[src/rtl/css_mcu0_dmi_pkg.sv]
// Shared types and helpers for the DMI request bridge.
package css_mcu0_dmi_pkg;

  localparam int unsigned DmiAddrW = 7;
  localparam int unsigned DmiDataW = 32;

  typedef enum logic [1:0] {
    DmiOk   = 2'b00,
    DmiErr  = 2'b10,
    DmiBusy = 2'b11
  } dmi_stat_e;

  // Default-width request record; the bridge uses the same layout at its own widths.
  typedef struct packed {
    logic                is_wr;
    logic [DmiAddrW-1:0] addr;
    logic [DmiDataW-1:0] wdata;
  } dmi_req_t;

  typedef enum logic [1:0] {
    DmiIdle = 2'd0,
    DmiReq  = 2'd1,
    DmiResp = 2'd2
  } dmi_fsm_e;

  // Completion status; a sticky busy/overflow survives until dmireset.
  function automatic logic [1:0] dmi_done_stat(input logic [1:0] cur, input logic err);
    if (cur == DmiBusy) return cur;
    return err ? DmiErr : DmiOk;
  endfunction

endpackage

[src/rtl/css_mcu0_dmi_req_bridge_sync_cell.sv]
// Reset-to-zero synchroniser chain; exposes the two oldest stages for edge detection.
module css_mcu0_dmi_sync_cell #(
  parameter int unsigned STAGES = 3
) (
  input  logic       clk,
  input  logic       rst,
  input  logic       d_i,
  output logic [1:0] tail_o
);

  logic [STAGES-1:0] sync_q;

  always_ff @(posedge clk) begin
    if (rst) begin
      sync_q <= '0;
    end else begin
      sync_q <= {sync_q[STAGES-2:0], d_i};
    end
  end

  // tail_o[1] is the oldest stage, tail_o[0] the one before it.
  assign tail_o = sync_q[STAGES-1 -: 2];

endmodule

[src/rtl/css_mcu0_dmi_req_bridge.sv]
// TAP-to-core DMI request bridge: synchronised edges, request FIFO, req/ack issue FSM.
// Optional ack timeout is built when CSS_MCU0_DMI_TIMEOUT_EN is defined.
module css_mcu0_dmi_req_bridge
  import css_mcu0_dmi_pkg::*;
#(
  parameter int unsigned SYNC_STAGES    = 3,
  parameter int unsigned ADDR_W         = 7,
  parameter int unsigned DATA_W         = 32,
  parameter int unsigned DEPTH          = 2,
  parameter int unsigned TIMEOUT_CYCLES = 256
) (
  input  logic              clk,
  input  logic              rst,
  input  logic              jtag_wr_en,
  input  logic              jtag_rd_en,
  input  logic [ADDR_W-1:0] jtag_addr,
  input  logic [DATA_W-1:0] jtag_wdata,
  input  logic              jtag_dmireset,
  output logic              reg_en,
  output logic              reg_wr_en,
  output logic [ADDR_W-1:0] reg_addr,
  output logic [DATA_W-1:0] reg_wr_data,
  input  logic              reg_ack,
  input  logic [DATA_W-1:0] reg_rd_data,
  input  logic              reg_err,
  output logic [DATA_W-1:0] rsp_rd_data,
  output logic [1:0]        rsp_stat,
  output logic              rsp_toggle,
  output logic              busy
);

  localparam int unsigned PtrW = $clog2(DEPTH) + 1;
  localparam logic [1:0] StIdle = DmiIdle;
  localparam logic [1:0] StReq  = DmiReq;
  localparam logic [1:0] StResp = DmiResp;

  if (SYNC_STAGES < 2 || DEPTH < 2 || (DEPTH & (DEPTH - 1)) != 0 || TIMEOUT_CYCLES == 0)
  begin : g_bad_params
    $error("css_mcu0_dmi_req_bridge: illegal parameter set");
  end

  typedef struct packed {
    logic              is_wr;
    logic [ADDR_W-1:0] addr;
    logic [DATA_W-1:0] wdata;
  } req_t;

  logic [1:0] wr_tail, rd_tail, rs_tail;

  css_mcu0_dmi_sync_cell #(.STAGES(SYNC_STAGES)) u_sync_wr (
    .clk(clk), .rst(rst), .d_i(jtag_wr_en), .tail_o(wr_tail)
  );
  css_mcu0_dmi_sync_cell #(.STAGES(SYNC_STAGES)) u_sync_rd (
    .clk(clk), .rst(rst), .d_i(jtag_rd_en), .tail_o(rd_tail)
  );
  css_mcu0_dmi_sync_cell #(.STAGES(SYNC_STAGES)) u_sync_rs (
    .clk(clk), .rst(rst), .d_i(jtag_dmireset), .tail_o(rs_tail)
  );

  logic wr_pulse_q, rd_pulse_q, flush_q;

  always_ff @(posedge clk) begin
    if (rst) begin
      wr_pulse_q <= 1'b0;
      rd_pulse_q <= 1'b0;
      flush_q    <= 1'b0;
    end else begin
      wr_pulse_q <= wr_tail[0] & ~wr_tail[1];
      rd_pulse_q <= rd_tail[0] & ~rd_tail[1];
      flush_q    <= rs_tail[0] & ~rs_tail[1];
    end
  end

  // FIFO
  req_t            mem_q [DEPTH];
  logic [PtrW-1:0] wptr_q, rptr_q;
  logic            empty, full, push, pop, push_ok, overflow;
  logic [1:0]      state_q, state_d;
  req_t            head;

  assign empty    = (wptr_q == rptr_q);
  assign full     = (wptr_q[PtrW-1] != rptr_q[PtrW-1]) &&
                    (wptr_q[PtrW-2:0] == rptr_q[PtrW-2:0]);
  assign push     = (wr_pulse_q | rd_pulse_q) & ~flush_q;
  assign pop      = (state_q == StIdle) && !empty && !flush_q;
  // A same-cycle pop frees the slot the push needs.
  assign push_ok  = push && (!full || pop);
  assign overflow = push && full && !pop;
  assign head     = mem_q[rptr_q[PtrW-2:0]];

  always_ff @(posedge clk) begin
    if (push_ok) begin
      mem_q[wptr_q[PtrW-2:0]] <= '{is_wr: wr_pulse_q, addr: jtag_addr, wdata: jtag_wdata};
    end
  end

  always_ff @(posedge clk) begin
    if (rst) begin
      wptr_q <= '0;
      rptr_q <= '0;
    end else if (flush_q) begin
      rptr_q <= wptr_q;
    end else begin
      if (push_ok) wptr_q <= wptr_q + 1'b1;
      if (pop)     rptr_q <= rptr_q + 1'b1;
    end
  end

  logic tmo_hit;
`ifdef CSS_MCU0_DMI_TIMEOUT_EN
  localparam int unsigned CntW = $clog2(TIMEOUT_CYCLES + 1);
  logic [CntW-1:0] tmo_cnt_q;

  assign tmo_hit = (state_q == StReq) && !reg_ack && (tmo_cnt_q == CntW'(TIMEOUT_CYCLES - 1));

  always_ff @(posedge clk) begin
    if (rst || state_q != StReq) begin
      tmo_cnt_q <= '0;
    end else if (!tmo_hit) begin
      tmo_cnt_q <= tmo_cnt_q + 1'b1;
    end
  end
`else
  assign tmo_hit = 1'b0;
`endif

  logic              reg_en_d, reg_wr_en_d, rsp_toggle_d;
  logic [ADDR_W-1:0] reg_addr_d;
  logic [DATA_W-1:0] reg_wr_data_d, rsp_rd_data_d;
  logic [1:0]        rsp_stat_d;

  always_comb begin
    state_d       = state_q;
    reg_en_d      = reg_en;
    reg_wr_en_d   = reg_wr_en;
    reg_addr_d    = reg_addr;
    reg_wr_data_d = reg_wr_data;
    rsp_rd_data_d = rsp_rd_data;
    rsp_stat_d    = rsp_stat;
    rsp_toggle_d  = rsp_toggle;
    unique case (state_q)
      StIdle: begin
        if (pop) begin
          state_d       = StReq;
          reg_en_d      = 1'b1;
          reg_wr_en_d   = head.is_wr;
          reg_addr_d    = head.addr;
          reg_wr_data_d = head.wdata;
        end
      end
      StReq: begin
        if (reg_ack) begin
          state_d    = StResp;
          reg_en_d   = 1'b0;
          rsp_stat_d = dmi_done_stat(rsp_stat, reg_err);
          if (!reg_wr_en) rsp_rd_data_d = reg_rd_data;
        end else if (tmo_hit) begin
          state_d       = StResp;
          reg_en_d      = 1'b0;
          rsp_rd_data_d = '0;
          rsp_stat_d    = dmi_done_stat(rsp_stat, 1'b1);
        end
      end
      StResp: begin
        state_d      = StIdle;
        rsp_toggle_d = ~rsp_toggle;
      end
      default: state_d = StIdle;
    endcase
    if (flush_q && rsp_stat_d == DmiBusy) rsp_stat_d = DmiOk;
    if (overflow) rsp_stat_d = DmiBusy;
  end

  always_ff @(posedge clk) begin
    if (rst) begin
      state_q     <= StIdle;
      reg_en      <= 1'b0;
      reg_wr_en   <= 1'b0;
      reg_addr    <= '0;
      reg_wr_data <= '0;
      rsp_rd_data <= '0;
      rsp_stat    <= DmiOk;
      rsp_toggle  <= 1'b0;
    end else begin
      state_q     <= state_d;
      reg_en      <= reg_en_d;
      reg_wr_en   <= reg_wr_en_d;
      reg_addr    <= reg_addr_d;
      reg_wr_data <= reg_wr_data_d;
      rsp_rd_data <= rsp_rd_data_d;
      rsp_stat    <= rsp_stat_d;
      rsp_toggle  <= rsp_toggle_d;
    end
  end

  assign busy = !empty || (state_q != StIdle);

endmodule

[config.mk]
export PLATFORM = sky130hd
export DESIGN_NAME = css_mcu0_dmi_req_bridge
export DESIGN_NICKNAME = d
export VERILOG_FILES = /design/src/rtl/css_mcu0_dmi_pkg.sv /design/src/rtl/css_mcu0_dmi_req_bridge_sync_cell.sv /design/src/rtl/css_mcu0_dmi_req_bridge.sv
export SDC_FILE = /design/constraint.sdc
export NUM_CORES = 1
export LEC_CHECK = 0
export CORE_MARGIN = 2
export CORE_UTILIZATION = 45
export CTS_CLUSTER_DIAMETER = 30
export DETAILED_ROUTE_END_ITERATION = 6
export DONT_BUFFER_PORTS = 1
export HOLD_SLACK_MARGIN = 0.05
export PLACE_DENSITY = 0.59
export SLEW_MARGIN = 10
export SYNTH_ARGS = -nofsm -noshare
export SYNTH_HDL_FRONTEND = slang
export SYNTH_HIERARCHICAL = 1
export SYNTH_SLANG_ARGS = --single-unit
[constraint.sdc]
create_clock -name clk -period 4.7 [get_ports clk]
set_input_delay 0.705 -clock clk [delete_from_list [all_inputs] [get_ports clk]]
set_output_delay 0.705 -clock clk [all_outputs]
set_load 0.005 [all_outputs]
== After elaboration in Yosys (flattened, before gate mapping) ==
Memories as Yosys holds them, arrays and structs flattened. A register that Yosys moved wholly into a read port is not among the register bits.
Cells that the tools add are included.

* Memories kept: 1
* Output and inout port bits: 77
* Input bits: 78
* Flip-flop bits (word level): 54
* RAM bits: 80
* Word-level logic and storage cells: 78

* Add/sub/neg operators: 2
* Bitwise gates (word level): 11
* Eq/ne operators: 9
* Reductions and logical operators: 22
* Multiplexer cells: 20

{| class="wikitable"
|+ Memory list
! memory !! words !! width !! read ports !! clocked after memory_dff !! write ports !! line !! text
|-
| mem_q || 2 || 40 || 1 || 1 || 1 || css_mcu0_dmi_req_bridge.sv:75 || <nowiki>req_t mem_q [DEPTH];</nowiki>
|}

{| class="wikitable"
|+ Operator list
! cell !! number
|-
| $mux 2 || 11
|-
| $logic_and 1x1->1 || 7
|-
| $mux 1 || 7
|-
| $eq 2x2->1 const B || 3
|-
| $not 1->1 || 6
|-
| $reduce_and 2->1 || 3
|-
| $reduce_and 3->1 || 2
|-
| $reduce_bool 2->1 || 3
|-
| $add 2x1->2 const B || 2
|-
| $and 1x1->1 || 4
|-
| $logic_not 1->1 || 4
|-
| $ne 2x2->1 const B || 2
|-
| $pmux 2 s2 || 1
|-
| $eq 2x1->1 const B || 1
|-
| $eq 2x2->1 || 1
|-
| $logic_not 2->1 || 1
|-
| $logic_or 1x1->1 || 2
|-
| $pmux 1 s2 || 1
|-
| $eq 1x1->1 || 1
|-
| $ne 1x1->1 || 1
|-
| $or 1x1->1 || 1
|}

== Longest topological paths before layout ==
Gate-level depths: netlist (run 1).

* Depth after elaboration: 11
* Gate-level depth with buffers: 7
* Gate-level depth less buffers: 4

== Hierarchy ==
Netlist (run 1), hierarchy kept.

{| class="wikitable"
|+ Modules (own cells, without submodules)
! module !! sequential area each (µm²) !! area an instance (µm²) !! times used !! cells each
|-
| css_mcu0_dmi_req_bridge || 4103.9 || 6045.8 || 1 || 465
|-
| css_mcu0_dmi_sync_cell || 60.1 || 93.8 || 3 || 8
|}

== Worst setup path before layout (run 1) ==
OpenSTA, ideal clock, no wires.

* Path kind: reg2reg
* Start point: reg flush_q
* End point: mem mem_q[0][0] (netlist bit) (enable)
* Cell stages (with the launch flop): 5
* Data required time: 4201 ps
* Setup slack: 510 ps
* Period minus slack after synthesis: 4190 ps
* Data arrival time: 3691 ps
* Path buffers: 1
* Setup time: 499 ps
* Path through: dfxtp_1 -> clkbuf_1 -> o21bai_1 -> nor2_1 -> a21boi_0

* Word-level cells in the longest chain between the ends: 6
* Elaborated cells on any way between the ends: 8
* Classes of those cells: mux (2); bitwise (2); reduce/logical (4)

{| class="wikitable"
|+ RTL lines
! element !! line !! text
|-
| start: declaration || css_mcu0_dmi_req_bridge.sv:60 || <nowiki>logic wr_pulse_q, rd_pulse_q, flush_q;</nowiki>
|-
| start signal: assignment || css_mcu0_dmi_req_bridge.sv:70 || <nowiki>flush_q <= rs_tail[0] & ~rs_tail[1];</nowiki>
|-
| $logic_not 1->1 || css_mcu0_dmi_req_bridge.sv:85 || <nowiki>assign pop = (state_q == StIdle) && !empty && !flush_q;</nowiki>
|-
| $logic_and 1x1->1 || css_mcu0_dmi_req_bridge.sv:85 ||
|-
| $logic_or 1x1->1 || css_mcu0_dmi_req_bridge.sv:87 || <nowiki>assign push_ok = push && (!full || pop);</nowiki>
|-
| $logic_and 1x1->1 * || css_mcu0_dmi_req_bridge.sv:87 ||
|-
| $mux 1 * || css_mcu0_dmi_req_bridge.sv:92 || <nowiki>if (push_ok) begin</nowiki>
|-
| $mux 1 (implied by the code) * || css_mcu0_dmi_req_bridge.sv:93 || <nowiki>mem_q[wptr_q[PtrW-2:0]] <= '{is_wr: wr_pulse_q, addr: jtag_addr, wdata: jtag_wdata};</nowiki>
|-
| end: declaration || css_mcu0_dmi_req_bridge.sv:75 ||
|}

Mark *: on every way between the ends. The rest lies on a longest branch, timed or not.

== Worst setup path after layout (run 1) ==
* Start point: reg rptr_q[0]
* End point: reg reg_wr_data[15]

* Word-level cells in the longest chain between the ends: 5

{| class="wikitable"
|+ RTL lines
! element !! line !! text
|-
| start: declaration || css_mcu0_dmi_req_bridge.sv:76 || <nowiki>logic [PtrW-1:0] wptr_q, rptr_q;</nowiki>
|-
| start signal: assignment || css_mcu0_dmi_req_bridge.sv:102 || <nowiki>rptr_q <= wptr_q;</nowiki>
|-
| start signal: assignment || css_mcu0_dmi_req_bridge.sv:105 || <nowiki>if (pop) rptr_q <= rptr_q + 1'b1;</nowiki>
|-
| $eq 2x2->1 || css_mcu0_dmi_req_bridge.sv:81 || <nowiki>assign empty = (wptr_q == rptr_q);</nowiki>
|-
| $logic_not 1->1 || css_mcu0_dmi_req_bridge.sv:85 ||
|-
| $logic_and 1x1->1 (2 in a row) || css_mcu0_dmi_req_bridge.sv:85 ||
|-
| $reduce_and 2->1 (no source line) || - ||
|-
| end signal: assignment || css_mcu0_dmi_req_bridge.sv:189 || <nowiki>reg_wr_data <= reg_wr_data_d;</nowiki>
|-
| end: declaration || css_mcu0_dmi_req_bridge.sv:22 || <nowiki>output logic [DATA_W-1:0] reg_wr_data,</nowiki>
|}

Several ways; a longest one is shown, not always the timed one.
A chain may end at the register's enable or synchronous reset.

==> key figures, run 1 <==
Clock network
  – H-Tree Level Count: 4
  – Post-CTS sizing: 0
  – Worst-path clk slew: 60 ps
  – Total CTS buffers: 17
  – Clock latency at the later pin of the worst-skew pair: 420 ps
  – Clock Path Buffers: 2
  – Hold_buf cts: 0
  – Clock root buffer: clkbuf_16
  – CTS tree: yes
  – Post-CTS Setup Bufs: 0
  – Sink Count: 174

Final layout
  – Fin nets: 553
  – Fin util: 51.18%
  – Most common cell after layout, fill and taps aside: dfxtp_1
  – Final instance area: 0.007077 sq mm
  – Commonest cells after routing, fill and taps aside: dfxtp_1, edfxtp_1, nand2_1, nor2_1, mux2i_1
  – # diodes: 0
  – Layout area overhead: 11.85%
  – Fraction of layout cells with a size suffix above 1: 16.60%

STA
  – Period utilization: 48.07%
  – Final setup TNS: 0 ps
  – Worst Clk Skew: 6.509 ps
  – Worst-Margin Slew: 1170 ps
  – Setup repair after global routing missed its margin: false
  – Final hold vios: 0
  – Final-report max-slew violation count: 0
  – Setup ws final: 2441 ps
  – Min Tclk post-route: 2259 ps
  – Setup-failing EPs final: 0
  – Fmax: 0.4427 GHz
  – Hold_ws: 361.6 ps
  – Rel. slew slack: 21.74%

Floorplanning
  – Std-Cell Core Area: 0.01383 sq mm
  – Starting Density: 45.76%
  – Ports: 155
  – Die H: 122.6 um
  – Site row count: 43
  – Chip width: 122.6 um
  – Die area: 0.01502 sq mm

Synthesis
  – Sequential area share after synthesis: 67.71%
  – Register bit count reported by yosys: 174
  – Net Count, Synth: 567
  – Async SR Flop Fraction: 0%
  – Synth area leader: edfxtp_1
  – Synthesized area per cell: 12.94 sq um
  – Syn. warnings: 6
  – Largest cells by area after synthesis: edfxtp_1, dfxtp_1, a211oi_2
  – EDFF count, synth: 80
  – Count of unique library cells instantiated by Yosys: 35
  – Post-synth top area share: 37.97%
  – Cell Area, Synth: 0.006327 sq mm
  – Cells after Synth: 489
  – Main synth FF type: dfxtp_1

Routing
  – Final antenna-violating net count: 0
  – Via Count: 3477
  – Detailed Route Iter0 Violations: 96
  – Via-to-Cell Ratio: 5.205
  – First-pass DRT Iterations: 4
  – Per-cell routed wire length: 16.71 um
  – Final WL: 11170 um
  – DRC viols: 0

Setup path
  – Maximum fanout along the worst path: 58
  – Worst Setup End Kind: flop
  – CP Launch Type: flop
  – Crit Path Category: flop to flop
  – Worst Path Required: 5030 ps
  – Worst path arrival time: 2590 ps

Global route
  – Total congestion overflow: 0
  – Vias in the first global route: 3355
  – Largest net degree at the start of global routing: 95
  – GRT Overall Usage: 15.30%
  – Antenna violations before repair: 0
  – First-pass GRT wire length: 17150 um

Flow run
  – Max cap viols: 0

Placement
  – Area after DPL: 0.006425 sq mm
  – Hpwl dp: 6852 um
  – Port bufs: 0
  – Pre-CTS setup slack: 2427 ps
  – Routability cong.: 0.6922

Power
  – Maximum vdd drop: 0.0002607 V
  – PD cells: 601.7 mW/mm^2
  – Leak: 0.002321 uW

Outcome
  – Status: complete, no violations

Worst hold path
  – Worst hold path type: input port to flop
cells by family (layout without fill, tap and decap cells):
group           Yosys count  after routing  share of synthesized area (%)
simple gates            136            136                          9.077
flops                   174            174                          67.71
compound gates           92             92                          12.60
buf+inv                  41             40                          3.342
xor+xnor                  6              6                         0.9492
mux                      40             40                          6.328
worst max-delay path: stages (launching register included):
cell and delay (ps):
dfxtp_2 550, xnor2_1 230, a21boi_4 700, buf_12 370, nor2_1 100, a211oi_2 200
final cells by class:
type | instances | area [sq um]
Inverter | 5 | 18.77
Timing Repair Buffer | 3 | 35.03
Clock inverter | 11 | 148.9
Fill cell | 1153 | 6750
Tap cell | 180 | 225.2
Multi-Input combinational cell | 274 | 1861
Sequential cell | 174 | 4285
Clock buffer | 21 | 503.0
cell usage after synthesis, types with 5 or more instances:
cell type	number
clkbuf_1	12
nand2_1	67
mux2i_1	40
dfxtp_1	94
edfxtp_1	80
nor2_1	48
buf_4	12
a21oi_1	37
a211oi_2	38
inv_1	5
buf_2	10
nor2b_1	10
report_power, final:
part	internal, uW	switching [uW]
Clock	932	562
Sequential	1770	156
Combinational	337	501
flip-flops by register name (all words and copies together) (netlist names), 2 cells and up:
register,flops
mem_q,80
reg_wr_data,32
rsp_rd_data,32
reg_addr,7
u_sync_rd/sync_q,3
u_sync_rs/sync_q,3
u_sync_wr/sync_q,3
rptr_q,2
rsp_stat,2
state_q,2
wptr_q,2
stage by stage:
| stage | cells | total power (uW) |
|---|---|---|
| after floorplan | 489 | 2677 |
| final | 668 | 4258 |
| after detailed placement | 636 | 2816 |
| after CTS | 668 | 4318 |
| after global routing | 668 | 4491 |
| after global placement | 636 | 2786 |
final timing paths:
path | startpoint | endpoint | slack [ps] | cells past startpoint
setup reg to reg | rptr_q[0] | reg_wr_data[15] | 2440 | 5
hold / removal | rst | rsp_rd_data[31] | 360 | 1
hold reg to reg | u_sync_rs/sync_q[2] | flush_q | 400 | 1
setup / recovery | rptr_q[0] | reg_wr_data[15] | 2440 | 5
routing by layer:
metal  part of all wire (%)  routed length (um)  vias up  track usage [%]
met4                    1.5                 171        0            7.112
met1                     39                4360     1647            16.86
met3                     11                1183       16            7.807
met2                     49                5449      120            24.58
li1                       -                   -     1694                -
met5                      0                   0        -                0
(Power assumes the default switching activity.)
==> inputs of run 2 (changes only) <==
--- a/config.mk
+++ b/config.mk
@@ -11,7 +11,7 @@
 export DETAILED_ROUTE_END_ITERATION = 6
 export DONT_BUFFER_PORTS = 1
 export HOLD_SLACK_MARGIN = 0.05
-export PLACE_DENSITY = 0.59
+export PLACE_DENSITY = 0.61
 export SLEW_MARGIN = 10
 export SYNTH_ARGS = -nofsm -noshare
 export SYNTH_HDL_FRONTEND = slang
==> constraint.sdc (replaced) <==
create_clock -name clk -period 1.9 [get_ports clk]
set_input_delay 0.285 -clock clk [delete_from_list [all_inputs] [get_ports clk]]
set_output_delay 0.285 -clock clk [all_outputs]
set_load 0.005 [all_outputs]
==> run 2 against run 1 <==
Compared with the run above: critical path type unchanged; highest routed layer unchanged; flip-flop and latch count did not move; the flow now finishes with violations (negative hold slack); first-iteration DRC count rose by 78%; non-clock buffer count rose by 66.
==> key figures, run 2 (synthesis gave the netlist of run 1 again) <==
STA
  – Setup repair after global routing missed its margin: false
  – Period utilization: 95.73% (+48 points)
  – Hold_ws: -64.19 ps (-425.8 ps)
  – Worst Clk Skew: 12.48 ps (+5.973 ps)
  – Min Tclk post-route: 1819 ps (-440.2 ps)
  – Worst-Margin Slew: 448.0 ps (-722.4 ps)
  – Setup-failing EPs final: 0 (unchanged)
  – Fmax: 0.5498 GHz (+24%)
  – Final setup TNS: 0 ps (unchanged)
  – Final-report max-slew violation count: 0 (unchanged)
  – Rel. slew slack: 70.13% (+48 points)
  – Final hold vios: 75 (+75)

Power
  – PD cells: 1380 mW/mm^2 (+130%)
  – Maximum vdd drop: 0.0008121 V (+210%)
  – Leak: 0.002631 uW (+13%)

Routing
  – First-pass DRT Iterations: 5 (+1)
  – Via-to-Cell Ratio: 5.091 (-2.2%)
  – Final WL: 11890 um (+6.5%)
  – Detailed Route Iter0 Violations: 171 (+78%)
  – Final antenna-violating net count: 0 (unchanged)
  – Per-cell routed wire length: 16.20 um (-3.1%)
  – Via Count: 3737 (+7.5%)
  – DRC viols: 0 (unchanged)

Floorplanning
  – Die area: 0.01502 sq mm (unchanged)
  – Die H: 122.6 um (unchanged)
  – Site row count: 43 (unchanged)
  – Std-Cell Core Area: 0.01383 sq mm (unchanged)
  – Ports: 155 (unchanged)
  – Starting Density: 45.76% (unchanged)
  – Chip width: 122.6 um (unchanged)

Clock network
  – Clock root buffer: clkbuf_16
  – Clock latency at the later pin of the worst-skew pair: 430 ps (about the same)
  – Post-CTS Setup Bufs: 0 (unchanged)
  – Worst-path clk slew: 70 ps (about the same)
  – Sink Count: 174 (unchanged)
  – Hold_buf cts: 58 (+58)
  – Clock Path Buffers: 2 (unchanged)
  – H-Tree Level Count: 4 (unchanged)
  – Total CTS buffers: 17 (unchanged)
  – CTS tree: yes

Placement
  – Port bufs: 0 (unchanged)
  – Area after DPL: 0.006525 sq mm (+1.6%)
  – Routability cong.: 0.7145 (+3.2%)
  – Hpwl dp: 6960 um (+1.6%)

Outcome
  – Failing checks: negative hold slack
  – Status: finished, violations left

Setup path
  – CP Launch Type: flop
  – Worst path arrival time: 2130 ps (-460 ps)
  – Reg2Reg Depth: 5 (unchanged)
  – Maximum fanout along the worst path: 5 (-91%)
  – Worst Setup End Kind: flop
  – Worst Path Required: 2210 ps (-2820 ps)
  – Crit Path Category: flop to flop

Final layout
  – Max FFs per register: 80 (unchanged)
  – Layout area overhead: 22.56%
  – Area occupied by multi-input gates: 0.001899 sq mm (+2.1%)
  – FF+latch area: 0.004289 sq mm (about the same)
  – Most common cell after layout, fill and taps aside: dfxtp_1
  – Commonest cells after routing, fill and taps aside: dfxtp_1, edfxtp_1, nand2_1, dlygate4sd3_1, nor2_1
  – Filler cells: 1137 (-1.4%)
  – # diodes: 0 (unchanged)
  – Fin nets: 619 (+12%)
  – Final instance area: 0.007755 sq mm (+9.6%)
  – Fraction of layout cells with a size suffix above 1: 16.97% (+0.37 points)

Flow run
  – Max cap viols: 0 (unchanged)

Global route
  – Vias in the first global route: 3643 (+8.6%)
  – GRT Overall Usage: 16.22% (+0.92 points)
  – Total congestion overflow: 0 (unchanged)
  – First-pass GRT wire length: 18210 um (+6.2%)
  – Largest net degree at the start of global routing: 95 (unchanged)
  – Antenna violations before repair: 0 (unchanged)

Worst hold path
  – Worst hold path type: input port to flop
  – Cell count of the worst hold path: 1 (unchanged)
## run 2: cell count changes in the layout (fill, tap and decap cells not counted), moves of 2 or more
cell,previous run,this run
dlygate4sd3_1,0,58
buf_4,2,8
clkbuf_16,19,17
dfxtp_2,1,4
dfxtp_1,93,90
buf_12,1,3
clkbuf_1,0,2
inv_8,0,2
## run 2: what timing repair did
action                                  in CTS  in global routing
endpoints found under the hold margin      172                 75
gates resized for setup                      0                  7
endpoints found under the setup margin       0                 12
## run 2: report_power, final
part / internal, uW / switching [uW] / total [uW]
clock network: 2140 / 1480 / 3620
registers: 4380 / 356 / 4740
logic: 983 / 1360 / 2340
## run 2: worst max-delay path, stage by stage, from the launching register on
cell and delay, ps:
dfxtp_1 460, nor3_4 100, o311ai_4 370, xnor2_1 170, nor2_1 60, dlygate4sd3_1 550
## run 2: metrics by stage
step                hold WS, ps  power, uW  cells  setup slack [ps]  utilization, %
global route             -99.62      11280    734             8.882           56.09
detailed placement        363.8       7066    644             135.7           47.19
global placement          364.8       6977    644             184.1           47.19
CTS                      -97.21      10810    734             27.97           55.86
finish                   -64.19      10700    734             81.15           56.09
floorplan                 356.6       6641    489            -67.67               -
## run 2: layer usage
metal	up-vias	GRT usage (%)	routed length (um)
met4	0	6.106	119
met3	9	7.481	1021
met1	1779	18.86	4948
met5	-	0	0
li1	1835	-	-
met2	114	26.22	5803
## run 2: final timing paths
path / start / to / slack (ps)
setup reg to reg: state_q[1] / wptr_q[1] / 80
setup / recovery: state_q[1] / wptr_q[1] / 80
hold / removal: rst / rsp_rd_data[0] / -60
hold reg to reg: rsp_rd_data[15] / rsp_rd_data[15] / 470
## run 2: area by class of cell
class / instances / area share [%]
sequential: 174 / 55.31
inverter: 5 / 0.2904
tap: 180 / 2.904
timing repair buffer: 69 / 9.035
clock buffer: 20 / 5.760
clock inverter: 12 / 2.210
multi-input combinational: 274 / 24.49
==> inputs of run 3 (changes only) <==
--- a/config.mk
+++ b/config.mk
@@ -5,15 +5,18 @@
 export SDC_FILE = /design/constraint.sdc
 export NUM_CORES = 1
 export LEC_CHECK = 0
+export CELL_PAD_IN_SITES_DETAIL_PLACEMENT = 1
+export CELL_PAD_IN_SITES_GLOBAL_PLACEMENT = 1
 export CORE_MARGIN = 2
 export CORE_UTILIZATION = 45
 export CTS_CLUSTER_DIAMETER = 30
 export DETAILED_ROUTE_END_ITERATION = 6
 export DONT_BUFFER_PORTS = 1
 export HOLD_SLACK_MARGIN = 0.05
-export PLACE_DENSITY = 0.61
+export PLACE_DENSITY = 0.74
 export SLEW_MARGIN = 10
 export SYNTH_ARGS = -nofsm -noshare
 export SYNTH_HDL_FRONTEND = slang
 export SYNTH_HIERARCHICAL = 1
 export SYNTH_SLANG_ARGS = --single-unit
+export TNS_END_PERCENT = 50
==> run 3 against run 2 <==
Compared with the run above: the flow still finishes with violations (negative hold slack); sequential power about the same; utilization decreased by 0.43 points; final area shrank 0.76%; routed wire length up 12%; first-iteration DRC count up 1.2%; sequential share of layout area increased by 0.39 points; worst hold slack barely moved; die area did not move.
==> key figures, run 3 (synthesis gave the netlist of run 1 again) <==
Floorplanning
  – Chip width: 122.6 um (unchanged)
  – Std-Cell Core Area: 0.01383 sq mm (unchanged)
  – Die H: 122.6 um (unchanged)
  – Site row count: 43 (unchanged)
  – Starting Density: 45.76% (unchanged)
  – Die area: 0.01502 sq mm (unchanged)
  – Ports: 155 (unchanged)

Clock network
  – Sink Count: 174 (unchanged)
  – Clock root buffer: clkbuf_16
  – CTS tree: yes
  – Hold_buf cts: 57 (-1.7%)
  – Total CTS buffers: 17 (unchanged)
  – Clock latency at the later pin of the worst-skew pair: 420 ps (about the same)
  – Post-CTS Setup Bufs: 0 (unchanged)
  – H-Tree Level Count: 4 (unchanged)
  – Clock Path Buffers: 2 (unchanged)
  – Worst-path clk slew: 60 ps (about the same)

Global route
  – First-pass GRT wire length: 20610 um (+13%)
  – Vias in the first global route: 4069 (+12%)
  – GRT Overall Usage: 18.37% (+2.2 points)
  – Antenna violations before repair: 0 (unchanged)
  – Total congestion overflow: 0 (unchanged)
  – Largest net degree at the start of global routing: 95 (unchanged)

STA
  – Min Tclk post-route: 1810 ps (-8.573 ps)
  – Worst Clk Skew: 10.12 ps (-2.358 ps)
  – Hold_ws: -64.39 ps (-0.1947 ps)
  – Worst-Margin Slew: 516.8 ps (+68.75 ps)
  – Final-report max-slew violation count: 0 (unchanged)
  – Setup repair after global routing missed its margin: false
  – Setup-failing EPs final: 0 (unchanged)
  – Rel. slew slack: 65.00% (-5.1 points)
  – Final hold vios: 75 (unchanged)
  – Period utilization: 95.28% (-0.45 points)
  – Fmax: 0.5524 GHz (+0.47%)

Setup path
  – Worst path arrival time: 2170 ps (+40 ps)
  – Slowest library cell on the worst path: dlygate4sd3_1
  – Worst Setup End Kind: flop
  – Crit Path Category: flop to flop
  – Worst Path Required: 2260 ps (+50 ps)
  – Crit-path max cell delay: 550 ps (about the same)
  – Worst-path cell chain: xnor2_2 -> nor2_1 -> nand3_1 -> a21oi_1 -> dlygate4sd3_1
  – Maximum fanout along the worst path: 7 (+2)
  – CP Launch Type: flop

Power
  – Maximum vdd drop: 0.001080 V (+33%)
  – Leak: 0.002630 uW (about the same)
  – Tot Pwr: 10710 uW (+0.13%)
  – PD cells: 1392 mW/mm^2 (+0.90%)

Routing
  – DRC viols: 0 (unchanged)
  – Via Count: 3833 (+2.6%)
  – Final antenna-violating net count: 0 (unchanged)
  – Per-cell routed wire length: 18.19 um (+12%)
  – Detailed Route Iter0 Violations: 173 (+1.2%)
  – First-pass DRT Iterations: 4 (-1)
  – Via-to-Cell Ratio: 5.244 (+3.0%)
  – Final WL: 13300 um (+12%)

Outcome
  – Failing checks: negative hold slack
  – Status: finished, violations left

Placement
  – Post-Place Cells: 642 (-0.31%)
  – Hpwl dp: 8405 um (+21%)
  – Routability cong.: 0.7912 (+11%)
  – Port bufs: 0 (unchanged)

Final layout
  – Max FFs per register: 80 (unchanged)
  – Layout area overhead: 21.63%
  – Most common cell after layout, fill and taps aside: dfxtp_1
  – Final cell count without fillers: 731 (-0.41%)
  – # diodes: 0 (unchanged)
  – Fraction of layout cells with a size suffix above 1: 15.97% (-1.0 points)
  – Commonest cells after routing, fill and taps aside: dfxtp_1, edfxtp_1, nand2_1, dlygate4sd3_1, nor2_1
  – Fin nets: 616 (-0.48%)

Flow run
  – Max cap viols: 0 (unchanged)

Worst hold path
  – Worst hold path type: input port to flop
-- run 3: cell count changes in the layout (fill, tap and decap cells not counted), moves of 2 or more --
| cell | previous run | this run |
|---|---|---|
| dfxtp_1 | 90 | 92 |
| clkinv_2 | 0 | 3 |
| clkbuf_8 | 1 | 3 |
| inv_6 | 4 | 1 |
| buf_4 | 8 | 6 |
| dfxtp_2 | 4 | 2 |
| inv_8 | 2 | 0 |
| clkinvlp_4 | 3 | 0 |
-- run 3: metrics by stage --
step | area (sq um) | setup TNS (ps) | setup slack, ps | util, %
3_3_place_gp | 6495 | 0 | 256.6 | 46.97
5_1_grt | 7696 | 0 | 12.24 | 55.66
3_5_place_dp | 6495 | 0 | 155.6 | 46.97
6_report | 7696 | 0 | 89.72 | 55.66
4_1_cts | 7694 | 0 | 40.73 | 55.64
2_1_floorplan | 6339 | -6156 | -153.9 | -
-- run 3: power breakdown --
| group | total, uW | switching, uW | leakage [uW] | internal (uW) |
|---|---|---|---|---|
| combinational | 2340 | 1390 | 0.000820 | 950 |
| clock | 3630 | 1370 | 0.000313 | 2250 |
| sequential | 4740 | 365 | 0.00150 | 4380 |
-- run 3: cell type report --
class,instances,area (sq um)
sequential,174,4287
inverter,5,18.77
fill,1388,6131
tap,180,225.2
timing repair buffer,66,675.6
clock buffer,23,499.2
multi-input combinational,274,1862
clock inverter,9,128.9
-- run 3: repair_timing --
action                                 CTS  global route
endpoints found under the hold margin  172            76
resized for setup                        0             2
setup endpoints to repair                0             2
-- run 3: final timing paths --
kind	startpoint	cells past startpoint	slack, ps	to
max reg2reg	rptr_q[1]	5	90	rsp_stat[0]
min	rst	1	-60	rsp_rd_data[9]
min reg2reg	rsp_rd_data[16]	2	470	rsp_rd_data[16]
max	rptr_q[1]	5	90	rsp_stat[0]
-- run 3: routing by layer --
layer,up-vias,track usage [%],part of all wire (%)
li1,1823,-,-
met1,1895,19.27,38
met2,102,32.78,53
met3,13,6.506,6.7
met4,0,8.549,2.0
met5,-,0,0
-- run 3: worst max-delay path: cells and delay by family, from the launching register on --
kind	cells	cell delay (ps)
AO/OA/AOI/OAI	1	150
XOR/XNOR	1	220
buffers and inverters	1	550
flip-flops	1	340
AND/OR/NAND/NOR	2	490
